[config.mk]
export PLATFORM = sky130hd
export DESIGN_NAME = key_auth_unit
export DESIGN_NICKNAME = d
export VERILOG_FILES = /design/src/rtl/key_auth_unit.sv
export SDC_FILE = /design/constraint.sdc
export NUM_CORES = 1
export LEC_CHECK = 0
export BUFFER_PORTS_ARGS = -buffer_cell sky130_fd_sc_hd__buf_2
export CAP_MARGIN = 30
export CELL_PAD_IN_SITES_DETAIL_PLACEMENT = 1
export CELL_PAD_IN_SITES_GLOBAL_PLACEMENT = 1
export CORE_ASPECT_RATIO = 1.75
export CORE_MARGIN = 2
export CORE_UTILIZATION = 32
export DETAILED_ROUTE_END_ITERATION = 12
export PLACE_DENSITY_LB_ADDON = 0.1
export SYNTH_ARGS = -nofsm -noshare
export SYNTH_HDL_FRONTEND = slang
export SYNTH_SLANG_ARGS = --single-unit
[constraint.sdc]
create_clock -name clk -period 2.06 [get_ports clk]
set_input_delay 0.206 -clock clk [delete_from_list [all_inputs] [get_ports clk]]
set_output_delay 0.206 -clock clk [all_outputs]
set_load 0.01 [all_outputs]
[src/rtl/key_auth_unit.sv]
`default_nettype none
// ============================================================================
// Module   : key_auth_unit
// Purpose  : Key authentication FSM feeding the memory/register security
//            stage. Releases the authorised key on key_access_mem/_reg only
//            while a session is open; enforces a consecutive-failure lockout
//            and an inactivity timeout on open sessions.
// Ports    : clk, rst           - clock, synchronous active-high reset
//            key_in, key_valid  - key attempt (sampled only when key_ready)
//            access_active      - access in progress, restarts session timer
//            lock_req           - explicit relock while unlocked
//            key_ready          - high in LOCKED
//            key_access_mem/reg - KEY while UNLOCKED, else zero
//            unlocked/locked_out- state flags
//            auth_ok/auth_fail  - one-cycle result pulses
//            fail_count         - consecutive wrong-key count
// Revision : 1.0 - initial release
// ============================================================================
module key_auth_unit #(
  parameter logic [15:0] KEY            = 16'h0032,
  parameter int          MAX_FAILS      = 3,
  parameter int          LOCKOUT_CYCLES = 64,
  parameter int          SESSION_CYCLES = 1024
) (
  input  logic        clk,
  input  logic        rst,
  input  logic [15:0] key_in,
  input  logic        key_valid,
  input  logic        access_active,
  input  logic        lock_req,
  output logic        key_ready,
  output logic [15:0] key_access_mem,
  output logic [15:0] key_access_reg,
  output logic        unlocked,
  output logic        locked_out,
  output logic        auth_ok,
  output logic        auth_fail,
  output logic [3:0]  fail_count
);

  localparam int LW = $clog2(LOCKOUT_CYCLES + 1);
  localparam int SW = $clog2(SESSION_CYCLES + 1);

  localparam logic [1:0] ST_LOCKED   = 2'd0;
  localparam logic [1:0] ST_UNLOCKED = 2'd1;
  localparam logic [1:0] ST_LOCKOUT  = 2'd2;

  localparam logic [LW-1:0] LOCK_LOAD = LW'(LOCKOUT_CYCLES);
  localparam logic [SW-1:0] SESS_LOAD = SW'(SESSION_CYCLES);
  localparam logic [3:0]    FAIL_MAX  = 4'(MAX_FAILS);

  logic [1:0]    state_q,     state_d;
  logic [3:0]    fail_cnt_q,  fail_cnt_d;
  logic [LW-1:0] lock_tmr_q,  lock_tmr_d;
  logic [SW-1:0] sess_tmr_q,  sess_tmr_d;
  logic          auth_ok_q,   auth_ok_d;
  logic          auth_fail_q, auth_fail_d;
  logic [3:0]    fail_inc;

  // State register
  always_ff @(posedge clk) begin
    if (rst) begin
      state_q     <= ST_LOCKED;
      fail_cnt_q  <= 4'd0;
      lock_tmr_q  <= '0;
      sess_tmr_q  <= '0;
      auth_ok_q   <= 1'b0;
      auth_fail_q <= 1'b0;
    end else begin
      state_q     <= state_d;
      fail_cnt_q  <= fail_cnt_d;
      lock_tmr_q  <= lock_tmr_d;
      sess_tmr_q  <= sess_tmr_d;
      auth_ok_q   <= auth_ok_d;
      auth_fail_q <= auth_fail_d;
    end
  end

  // Next-state and datapath
  always_comb begin
    state_d     = state_q;
    fail_cnt_d  = fail_cnt_q;
    lock_tmr_d  = lock_tmr_q;
    sess_tmr_d  = sess_tmr_q;
    auth_ok_d   = 1'b0;
    auth_fail_d = 1'b0;
    fail_inc    = fail_cnt_q + 4'd1;

    case (state_q)
      ST_LOCKED: begin
        if (key_valid) begin
          if (key_in == KEY) begin
            state_d    = ST_UNLOCKED;
            fail_cnt_d = 4'd0;
            sess_tmr_d = SESS_LOAD;
            auth_ok_d  = 1'b1;
          end else begin
            auth_fail_d = 1'b1;
            // Count saturates at FAIL_MAX because reaching it leaves LOCKED.
            fail_cnt_d  = fail_inc;
            if (fail_inc == FAIL_MAX) begin
              state_d    = ST_LOCKOUT;
              lock_tmr_d = LOCK_LOAD;
            end
          end
        end
      end

      ST_UNLOCKED: begin
        if (lock_req) begin
          state_d = ST_LOCKED;
        end else if (access_active) begin
          sess_tmr_d = SESS_LOAD;
        end else if (sess_tmr_q != '0) begin
          sess_tmr_d = sess_tmr_q - 1'b1;
          if (sess_tmr_q == SW'(1)) begin
            state_d = ST_LOCKED;
          end
        end else begin
          state_d = ST_LOCKED;
        end
      end

      ST_LOCKOUT: begin
        if (lock_tmr_q != '0) begin
          lock_tmr_d = lock_tmr_q - 1'b1;
          if (lock_tmr_q == LW'(1)) begin
            state_d    = ST_LOCKED;
            fail_cnt_d = 4'd0;
          end
        end else begin
          state_d    = ST_LOCKED;
          fail_cnt_d = 4'd0;
        end
      end

      default: begin
        // Unreachable encoding: fall back to the safe state.
        state_d    = ST_LOCKED;
        fail_cnt_d = 4'd0;
      end
    endcase
  end

  // Outputs, decoded purely from registers
  always_comb begin
    key_ready      = (state_q == ST_LOCKED);
    unlocked       = (state_q == ST_UNLOCKED);
    locked_out     = (state_q == ST_LOCKOUT);
    key_access_mem = (state_q == ST_UNLOCKED) ? KEY : 16'h0000;
    key_access_reg = (state_q == ST_UNLOCKED) ? KEY : 16'h0000;
    auth_ok        = auth_ok_q;
    auth_fail      = auth_fail_q;
    fail_count     = fail_cnt_q;
  end

endmodule
`default_nettype wire

==> impl.org <==
** Layout
- In the final layout, flip-flops and latches occupy 524.3 um2.
- Highest-count cells in the layout ignoring fill and taps :: 35 x buf_2, 26 x conb_1, 23 x dfxtp_1
- Finished layout cell area :: 0.002043 mm2
- Number of nets in the layout :: 284
- The library cell used most frequently in the layout, excluding fill and tap cells, is buf_2.
- Area growth, synth to finish :: 19.55%
- Share of post-route cells with drive strength above 1 :: 0.3176
- At the end of the flow the core is filled with cells to 0.3921.
- Ant. Diodes :: 0
- Fill cells in the final layout number 659.
- Multi-input gate area in the final layout :: 0.001007 mm2

** Floorplanning
- Total die area :: 0.005965 mm2
- The die is 100.7 um tall.
- Width of the die :: slightly below 60 um
- In this run the count of I/O pins placed on the die edge is 62.
- The initial utilization of the core area, before any placement, comes to 0.3280.
- The total area inside the core boundary comes to 0.005211 mm2.
- The floorplan has 35 rows.

** Worst setup path
- Critical Path Source Type :: register
- In this design, the stage delay of the slowest critical-path cell is 0.62 ns.
- Reg2Reg Capture Point :: sess_tmr_q[6]
- Max Fanout on Critical Path :: 16
- Reg-to-reg slack, setup :: just under 0.06 ns
- STA puts the critical path data arrival time at 2.21 ns.
- The startpoint identified for the worst register-to-register timing path is sess_tmr_q[0].
- Required time of the critical path :: 2.27 ns
- The critical path runs through a total of 8 cells.
- Crit path capture type :: register
- Worst setup path endpoint :: sess_tmr_q[6]
- Measured in cells, the most critical reg-to-reg path has a length of 8.
- The critical path is of the register to register type.
- The largest individual stage delay along the critical path comes from the cell or4b_2.
- In this run the worst setup path begins at sess_tmr_q[0].
- Family of cells with the greatest summed delay on the critical path :: simple AND/OR/NAND/NOR gates
- Sum of buffers and inverters on the critical path :: 2
- The critical path goes through inv_1, ha_2, or3b_4, o31ai_2, a21boi_4, buf_12, or4b_2, a21oi_2.

** Timing
- Number of failing hold endpoints at the final stage :: 0
- The number of pins with negative max-slew slack in the final report is 0.
- Clock skew :: 0.005756 ns
- Period Utilization, post-route :: 0.9711
- Setup violations remaining at the end of the flow were counted as 0.
- Final min period :: 2.001 ns
- For this run, the top clock speed supported by timing is 499.9 MHz.

** Global route
- First-pass GRT wire length :: 7.217 mm
- Number of global-route vias before repair :: around 1.6k
- Total routing resource utilization after global routing :: 0.1560
- The number of antenna violations at the first check in global routing is 0.
- Aggregate global routing overflow :: 0
- Largest net degree at the start of global routing :: 18

** Placed design
- At the end of routability-driven placement, the weighted congestion stood at 0.8093.
- After detailed placement, the total cell area comes to roughly 0.0019 mm2.
- Input/output buffers :: 35
- Detailed placement ended at an HPWL of around 3.5 mm.

** Clocking
- Clock Pin Slew Worst Setup and Hold Paths :: 0.10 ns
- Latest clock arrival within the worst-skew pair :: 0.27 ns
- CTS built an H-tree with a depth of 1.
- The longest clock path from root to sink contains 2 buffers.
- For this design, the sink count on the clock tree is 26.
- CTS tree :: yes
- Clock tree synthesis selected as its root buffer the cell clkbuf_8.
- Clock tree synthesis inserted a total of 3 buffers.
- After clock tree synthesis, the flow added hold-fix buffers numbering 0.

** Pwr
- Total power per unit cell area :: 519.9 mW/mm2
- The analysis attributes to cell leakage a power of 0.9167 nW.
- The worst-case IR drop observed on VDD is between 0.0002 and 0.00025 V.

** Synthesis
- For this run, the register share of the synthesized area comes to 0.3045.
- Count of mapped cells out of synthesis :: 208
- The average instance in the mapped netlist occupies 8.217 um2.
- Post-synth EDFFs :: 0
- For this run, the leading register cell type out of synthesis is dfxtp_1.
- Counting distinct cell types in the post-synthesis netlist gives 50.
- The synthesized design contains 26 register bits.
- Proportion of register bits with asynchronous set or reset after synthesis :: 0
- The synthesized netlist occupies a cell area of 0.001709 mm2.
- Synth warn :: 0

** Route
- DRC violations left :: 0
- Starting DRT DRC Count :: 37
- Wire length reported by the detailed router :: 4.292 mm
- The detail route stage leaves a number of antenna-violating nets equal to 0.
- Routed via count divided by cell count :: ~5
- Total vias in the final route :: 1567
- First drt pass iteration count :: 4
- Routed length per instance :: 13.85 um

** Job
- Across the run, the number of max-cap violations was 0.

** Status
- The run finished with clean final reports.

** Min path
- In this run the worst hold path is classified as primary input to register.
==> routing by layer <==
layer | track usage | routed length, um
met3 | 0.01926 | 126
met2 | 0.2984 | 2488
met4 | 0.05420 | 71
met1 | 0.1659 | 1605
met5 | 0 | 0
==> cells by family after synthesis <==
family,count (synthesis),synth area share
adder cells (fa/ha/maj),7,0.05124
flip-flops,26,0.3045
AO/OA/AOI/OAI,47,0.1911
AND/OR/NAND/NOR,79,0.2606
other,1,0.002194
XOR/XNOR,3,0.01538
buffers and inverters,45,0.1750
==> sequential cells by signal, indices dropped and copies added (netlist names) <==
signal	cells
lock_tmr_q	7
state_q	2
auth_ok	1
auth_fail	1
fail_count	4
sess_tmr_q	11
==> layout make-up <==
cell class                      count  area share
Clock buffer                        3     0.02021
Clock inverter                      1     0.01470
Inverter                            7     0.01286
Multi-Input combinational cell    162      0.4930
Sequential cell                    26      0.2566
Tap cell                           55     0.03368
Timing Repair Buffer               56      0.1690
==> cells in the mapped netlist (3+ instances only) <==
cell | n | area, um2
buf_4 | 32 | 240.2
dfxtp_1 | 26 | 520.5
nor2_1 | 19 | 71.32
a21oi_1 | 17 | 85.08
nand2_1 | 12 | 45.04
nor3_1 | 10 | 50.05
ha_1 | 7 | 87.58
inv_1 | 7 | 26.28
nand3_1 | 6 | 30.03
a31oi_1 | 4 | 25.02
o31ai_1 | 4 | 30.03
nor2b_1 | 3 | 18.77
nor4_1 | 3 | 18.77
o21a_1 | 3 | 22.52
o21ai_0 | 3 | 15.01
or3_1 | 3 | 18.77
or4_1 | 3 | 22.52
xnor2_1 | 3 | 26.28
==> what timing repair did <==
item,in CTS,in global routing
resized for setup,0,10
setup buffers,0,1
setup endpoints to repair,0,5
==> through the flow <==
step,worst slack [ns],power [mW],hold WS [ns],cells,setup TNS [ns]
3_5_place_dp,-0.06139,0.6403,0.4660,306,-0.1115
6_report,0.05949,1.062,0.3020,310,0
4_1_cts,0.01220,1.084,0.3066,310,0
2_1_floorplan,0.002048,0.6292,0.4374,233,0
5_1_grt,-0.003823,1.120,0.3129,310,-0.003823
3_3_place_gp,-0.02266,0.6386,0.4628,306,-0.04109
==> report_power, final <==
part	switching, mW	internal, mW
registers	0.00603	0.509
logic	0.0699	0.0437
clock network	0.174	0.260
total	0.250	0.813
==> worst min-delay path by stage <==
| stage | from | to | slack, ns | cells after the start |
|---|---|---|---|---|
| detailed placement | sess_tmr_q[10] | sess_tmr_q[10] | 0.47 | 2 |
| CTS | rst | lock_tmr_q[0] | 0.31 | 2 |
| global placement | sess_tmr_q[10] | sess_tmr_q[10] | 0.46 | 2 |
| finish | rst | lock_tmr_q[0] | 0.30 | 2 |
| floorplan | sess_tmr_q[10] | sess_tmr_q[10] | 0.44 | 2 |
| global route | rst | lock_tmr_q[0] | 0.31 | 2 |
==> worst register-to-register path: cells and delay by family, from the launching register on <==
kind | cells | cell delay (ns)
AOI/OAI and AO/OA | 3 | 0.38
adders and majority gates | 1 | 0.18
buffers and inverters | 2 | 0.20
DFF | 1 | 0.33
and+or+nand+nor | 2 | 0.86
Note: power is estimated with default switching activity, not from simulation.
